==> config.mk <==
export PLATFORM = sky130hd
export DESIGN_NAME = pipe_ctrl
export DESIGN_NICKNAME = d
export VERILOG_FILES = /design/src/rtl/pipe_ctrl_pkg.sv /design/src/rtl/pipe_ctrl_sat_counter16.sv /design/src/rtl/pipe_ctrl.sv
export SDC_FILE = /design/constraint.sdc
export NUM_CORES = 1
export LEC_CHECK = 0
export ABC_AREA = 1
export CORE_AREA = 10 10 47 49
export CTS_CLUSTER_SIZE = 8
export DETAILED_ROUTE_END_ITERATION = 10
export DIE_AREA = 0 0 57 59
export GPL_TIMING_DRIVEN = 0
export MAX_ROUTING_LAYER = met4
export PLACE_DENSITY_LB_ADDON = 0.05
export SLEW_MARGIN = 20
export SYNTH_ARGS = -nofsm -noshare
export SYNTH_HDL_FRONTEND = slang
export SYNTH_SLANG_ARGS = --single-unit
==> constraint.sdc <==
create_clock -name clk -period 1.2 [get_ports clk]
set_input_delay 0.18 -clock clk [delete_from_list [all_inputs] [get_ports clk]]
set_output_delay 0.18 -clock clk [all_outputs]
set_load 0.03 [all_outputs]
==> src/rtl/pipe_ctrl_pkg.sv <==
// Shared types for the LC-3b pipeline control slice.
// Holds the pipeline controller state encoding and the packed view of its
// enable/flush outputs used inside pipe_ctrl.
package lc3b_types;

  typedef enum logic [0:0] {
    RUN           = 1'b0,
    REDIRECT_WAIT = 1'b1
  } pipe_ctrl_state;

  // Bundle of all per-cycle control outputs of the pipeline controller.
  typedef struct packed {
    logic load_pc;
    logic load_if_id;
    logic load_id_ex;
    logic load_ex_mem;
    logic load_mem_wb;
    logic flush_if_id;
    logic flush_id_ex;
    logic flush_ex_mem;
    logic redirect_latch;
    logic redirect_pend;
  } pipe_ctrl_out_t;

  localparam int unsigned PERF_CNT_W = 16;

  // Everything advances, nothing is squashed.
  function automatic pipe_ctrl_out_t ctrl_idle();
    pipe_ctrl_out_t o;
    o                = '0;
    o.load_pc        = 1'b1;
    o.load_if_id     = 1'b1;
    o.load_id_ex     = 1'b1;
    o.load_ex_mem    = 1'b1;
    o.load_mem_wb    = 1'b1;
    return o;
  endfunction

endpackage

==> src/rtl/pipe_ctrl_sat_counter16.sv <==
// sat_counter16: 16-bit event counter that sticks at all-ones.
// Used by pipe_ctrl for its optional performance counters.
module sat_counter16
  import lc3b_types::*;
(
  input  logic                  clk,
  input  logic                  reset,
  input  logic                  inc,
  output logic [PERF_CNT_W-1:0] count
);

  // Count qualified events, saturating at the maximum value.
  always_ff @(posedge clk or posedge reset) begin
    if (reset) begin
      count <= '0;
    end else if (inc && (count != '1)) begin
      count <= count + 1'b1;
    end
  end

endmodule

==> src/rtl/pipe_ctrl.sv <==
// pipe_ctrl: stall / flush / redirect controller for the 5-stage LC-3b pipe.
// Optional performance counters (stall_cycles, flush_count) are built only
// when the macro PIPE_CTRL_PERF_EN is defined.
module pipe_ctrl
  import lc3b_types::*;
(
  input  logic        clk,
  input  logic        reset,
  input  logic        wb_flush,
  input  logic        if_stall,
  input  logic        mem_stall,
  input  logic        load_use,
  output logic        load_pc,
  output logic        load_if_id,
  output logic        load_id_ex,
  output logic        load_ex_mem,
  output logic        load_mem_wb,
  output logic        flush_if_id,
  output logic        flush_id_ex,
  output logic        flush_ex_mem,
  output logic        redirect_latch,
  output logic        redirect_pend
`ifdef PIPE_CTRL_PERF_EN
  ,
  output logic [15:0] stall_cycles,
  output logic [15:0] flush_count
`endif
);

  pipe_ctrl_state state, state_next;
  pipe_ctrl_out_t ctrl;
  logic           flush_accept;

  // State register; reset always returns to RUN, dropping any held redirect.
  always_ff @(posedge clk or posedge reset) begin
    if (reset) begin
      state <= RUN;
    end else begin
      state <= state_next;
    end
  end

  // Next-state and output decode in priority order:
  // reset > mem_stall > flush/pending redirect > load_use > if_stall.
  always_comb begin
    ctrl               = ctrl_idle();
    ctrl.redirect_pend = (state == REDIRECT_WAIT);
    state_next         = state;
    flush_accept       = 1'b0;

    if (reset) begin
      ctrl              = '0;
      ctrl.flush_if_id  = 1'b1;
      ctrl.flush_id_ex  = 1'b1;
      ctrl.flush_ex_mem = 1'b1;
    end else if (mem_stall) begin
      // Freeze everything; redirect_pend still reflects the held state.
      ctrl.load_pc     = 1'b0;
      ctrl.load_if_id  = 1'b0;
      ctrl.load_id_ex  = 1'b0;
      ctrl.load_ex_mem = 1'b0;
      ctrl.load_mem_wb = 1'b0;
    end else begin
      unique case (state)
        RUN: begin
          if (wb_flush) begin
            flush_accept      = 1'b1;
            ctrl.flush_if_id  = 1'b1;
            ctrl.flush_id_ex  = 1'b1;
            ctrl.flush_ex_mem = 1'b1;
            if (if_stall) begin
              // Fetch cannot take the target yet: park it and wait.
              ctrl.load_pc        = 1'b0;
              ctrl.redirect_latch = 1'b1;
              state_next          = REDIRECT_WAIT;
            end
          end else if (load_use) begin
            ctrl.load_pc     = 1'b0;
            ctrl.load_if_id  = 1'b0;
            ctrl.flush_id_ex = 1'b1;
          end else if (if_stall) begin
            ctrl.load_pc     = 1'b0;
            ctrl.flush_if_id = 1'b1;
          end
        end
        REDIRECT_WAIT: begin
          // wb_flush is ignored: only bubbles can be in WB here.
          if (if_stall) begin
            ctrl.load_pc      = 1'b0;
            ctrl.flush_if_id  = 1'b1;
            ctrl.flush_id_ex  = 1'b1;
            ctrl.flush_ex_mem = 1'b1;
          end else begin
            ctrl.flush_if_id = 1'b1;
            state_next       = RUN;
          end
        end
        default: begin
          state_next = RUN;
        end
      endcase
    end
  end

  assign load_pc        = ctrl.load_pc;
  assign load_if_id     = ctrl.load_if_id;
  assign load_id_ex     = ctrl.load_id_ex;
  assign load_ex_mem    = ctrl.load_ex_mem;
  assign load_mem_wb    = ctrl.load_mem_wb;
  assign flush_if_id    = ctrl.flush_if_id;
  assign flush_id_ex    = ctrl.flush_id_ex;
  assign flush_ex_mem   = ctrl.flush_ex_mem;
  assign redirect_latch = ctrl.redirect_latch;
  assign redirect_pend  = ctrl.redirect_pend;

`ifdef PIPE_CTRL_PERF_EN
  logic stall_inc;

  assign stall_inc = ~ctrl.load_pc & ~reset;

  sat_counter16 u_stall_cnt (
    .clk   (clk),
    .reset (reset),
    .inc   (stall_inc),
    .count (stall_cycles)
  );

  sat_counter16 u_flush_cnt (
    .clk   (clk),
    .reset (reset),
    .inc   (flush_accept),
    .count (flush_count)
  );
`else
  logic unused_flush_accept;
  assign unused_flush_accept = flush_accept;
`endif

endmodule
After elaboration in Yosys (flattened, before gate mapping)
Cells that the tools add are included.

word-level totals
  logic and storage cells = 27
  output and inout bits = 10
  register bits = 1

cells by class
  bitwise operators = 3
  reduce and logical (&&, ||, !) cells = 1
  multiplexer cells = 22

operators by type and width
  cell               number
  $mux W1            12
  $mux W9            1
  $mux W2            4
  $pmux W3 S2        1
  $mux W4            1
  $pmux W1 S2        2
  $mux W3            1
  $not A1 Y1         3
  $reduce_and A2 Y1  1

Logic depth before layout (Yosys ltp)
Gate-level depths: netlist (run 1).

  depth after elaboration = 6
  gate-level depth with buffers = 4
  gate-level depth less buffers = 4

Least setup slack after synthesis (run 1)
OpenSTA, ideal clock, no wires.

  path type = input to output
  start = input port mem_stall
  end = output port redirect_latch
  arrival = 1.305 ns
  path slack = -0.285 ns
  cell stages on the path = 3
  data required time = 1.020 ns
  path through = nor2_2 nand2_2 nor3_1

on the way
  word-level cells in the longest chain between the ends = 2

ends and longest elaborated chain
  what             line             source
  start, declared  pipe_ctrl.sv:11  input logic mem_stall,
  $mux W4          pipe_ctrl.sv:56  end else if (mem_stall) begin
  $mux W9          pipe_ctrl.sv:51  if (reset) begin
  end, declared    pipe_ctrl.sv:21  output logic redirect_latch,

No other way between the ends.

Final worst setup path (run 1)
  start = register state
  end = output port flush_id_ex

on the way
  word-level cells in the longest chain between the ends = 4

ends and longest elaborated chain
  what                    line             source
  start, declared         pipe_ctrl.sv:30  pipe_ctrl_state state, state_next;
  start signal, assigned  pipe_ctrl.sv:39  state <= state_next;
  $not A1 Y1              pipe_ctrl.sv:64  unique case (state)
  $pmux W3 S2 (*)         pipe_ctrl.sv:64
  $mux W4 (*)             pipe_ctrl.sv:56
  $mux W9 (*)             pipe_ctrl.sv:51
  end, declared           pipe_ctrl.sv:19  output logic flush_id_ex,

Every way passes the cells marked *; elsewhere a longest branch is shown, timed or not.

==> metrics.md, run 1 <==
| Metric | Value |
|---|---|
| Status | `complete, no violations` |
| Clock skew | `0 ns` |
| Reg with most FFs | `state` |
| Count of cell types in the netlist | `12` |
| Syn nets | `35` |
| Nets | `55` |
| Fin crit period | `1.11 ns` |
| Combinational share of power | `about 77%` |
| Tightest hold margin | `0.0798 ns` |
| Overflow after GRT | `0` |
| First-pass GRT wire length | `993 um` |
| Die width | `between 50 and 60 um` |
| Unrepaired setup endpoints after global routing | `no` |
| Drt total wl | `632 um` |
| GR Util All Layers | `between 3 and 4%` |
| Initial antenna violation count | `0` |
| Worst EP arrival | `about 0.93 ns` |
| Port bufs | `15` |
| Post-Syn Instances | `29` |
| Final GP Congestion | `0.614` |
| CP Launch Type | `flip-flop` |
| Fillers | `about 170` |
| Worst hold path type | `in2async` |
| Hold buffer count at CTS | `0` |
| DIE AREA | `3360 sq um` |
| Largest register FFs | `1` |
| DP Area | `328 sq um` |
| Clk pwr share | `0%` |
| CP endpoint kind | `output pin` |
| Share of power burned in registers | `a little under a quarter` |
| Final worst path period share | `92.4%` |
| Placed insts | `60` |
| Post-route ant nets | `0` |
| Drt pass-1 iters | `1` |
| Io pins | `16` |
| Max Freq | `0.901 GHz` |
| Area Growth Syn to Fin | `121%` |
| ANT cells | `0` |
| Max-slew violations | `0` |
| Slew HR | `85.5%` |
| Final count of hold timing violations | `0` |
| Reg2reg setup slack | `0.39 ns` |
| Synthesized area | `150 sq um` |
| Vias after detailed routing | `approximately 230` |
| DR DRC count | `0` |
| Layout cell share with drive strength beyond 1 | `51.1%` |
| P_leak | `0.000186 uW` |
| Worst-Skew Late Latency | `0 ns` |
| Worst EP required | `1.02 ns` |
| Flop and latch count out of synthesis | `1` |
| CP Class | `reg2out` |
| Final setup fails | `0` |
| Internal cell power | `91.0 uW` |
| Pin count of the biggest net entering global routing | `6` |
| Via-to-Cell Ratio | `3.57` |
| Die height | `59 um` |
| Tightest Pin Transition | `0.217 ns` |
| Initial Util | `10.7%` |
| Vias in the first global route | `207` |
| P_sw | `83.1 uW` |
| HPWL Detailed | `around 550 um` |
| Max_cap viols | `0` |
| Maximum VDD drop | `0.000216 V` |
| Final Cell Area | `332 sq um` |
| Util after Layout | `23.7%` |
| Syn Area/Cell | `a little over 5 sq um` |
| Regs by FF count | `state (1)` |
| Post-Layout Cell Count | `63` |
| Core area | `between 1000 and 1500 sq um` |
| Row count | `14` |
| Worst-path clk slew | `0 ns` |
| Number of DRC markers in iteration 0 | `0` |
| Power Dens Cells | `525 nW/um^2` |
| Crit-path max FO | `5` |
| Register area share after synthesis | `16.7%` |
| Synth warn | `0` |
| Wirelength per Cell | `between 10 and 15 um` |
| Switching part of the total | `approximately 48%` |
| Setup TNS | `0 ns` |
## routing by layer
layer	global-route usage, %	vias up	part of all wire (%)	routed length, um
met2	5.43	8	48	304
met3	0.858	0	9.2	58
met5	-	-	0	0
li1	-	124	-	-
met1	4.53	93	43	269
met4	0	0	0	0
## power by group through the flow
stage | logic, uW | registers, uW | clock network [uW]
after floorplan | 72.3 | 38.4 | 0
after global placement | 135 | 38.8 | 0
after detailed placement | 135 | 38.8 | 0
after CTS | 130 | 39.2 | 0
after global routing | 147 | 40.3 | 0
final | 134 | 39.9 | 0
## critical path, stage by stage (launching register included)
cell and delay [ns]:
dfrtp_1 0.42, inv_1 0.12, nand2_1 0.06, nand3_1 0.08, nand3_1 0.07, buf_4 0.17
## repair_timing
action                                  4_1_cts  5_1_grt
setup buffers                                 1        2
pin swaps                                     3        3
endpoints found under the setup margin       11        5
gates resized for setup                      61       11
## layout make-up
| class | count | area, sq um | area share (%) |
|---|---|---|---|
| plain buffers | 2 | 15.0 | 4.53 |
| inverters | 6 | 22.5 | 6.79 |
| multi-input cells | 20 | 110 | 33.2 |
| flip-flops and latches | 1 | 25.0 | 7.55 |
| well taps | 16 | 20.0 | 6.04 |
| repair buffers | 18 | 139 | 41.9 |
## cells in the final DEF, fill, tap and decap left out, types with 2 or more instances in the layout
cell type and count:
nor2_4 2, nand2_2 2, clkbuf_2 3, inv_1 5
dlygate4sd2_1 3, buf_4 7, nand2_1 8, nand3_1 3
buf_6 4, buf_2 3
## through the flow
stage                     total power [uW]  setup WS, ns
after floorplan                        111       -0.0347
after global placement                 174        -0.744
after detailed placement               174        -0.778
after CTS                              170      0.000110
after global routing                   188        0.0174
final                                  174        0.0907
## logic make-up (layout without fill, tap and decap cells)
logic type	count (synthesis)	after routing	synth area share (%)
simple gates	18	18	51.7
buf+inv	8	26	25.0
compound gates	2	2	6.66
flops	1	1	16.7
## worst paths after layout
check,from,end,depth (start not counted)
worst min-delay path,reset,state$_DFFE_PP0P_,2
min in group clk,reset,state$_DFFE_PP0P_,5
worst max-delay path,state$_DFFE_PP0P_,flush_id_ex,5
worst max register to register,state$_DFFE_PP0P_,state$_DFFE_PP0P_,3
max in group asynchronous,reset,state$_DFFE_PP0P_,2
worst min register to register,state$_DFFE_PP0P_,state$_DFFE_PP0P_,2
## Yosys cell counts, drive strengths merged
cell	number	area, sq um
nand2	10	40.0
inv	6	22.5
nor2	4	17.5
nand3	3	15.0
buf	2	15.0
a21oi	1	5.00
dfrtp	1	25.0
nor3	1	5.00
o21ai	1	5.00
Power figures use the tool's default switching activity.
==> run 2: changes to the inputs <==
--- a/config.mk
+++ b/config.mk
@@ -7,6 +7,7 @@
 export LEC_CHECK = 0
 export ABC_AREA = 1
 export CORE_AREA = 10 10 47 49
+export CTS_BUF_LIST = sky130_fd_sc_hd__clkbuf_4 sky130_fd_sc_hd__clkbuf_8
 export CTS_CLUSTER_SIZE = 8
 export DETAILED_ROUTE_END_ITERATION = 10
 export DIE_AREA = 0 0 57 59
==> results of run 2 <==
Same layout as run 1: the final DEF is identical, and so are final timing and power.
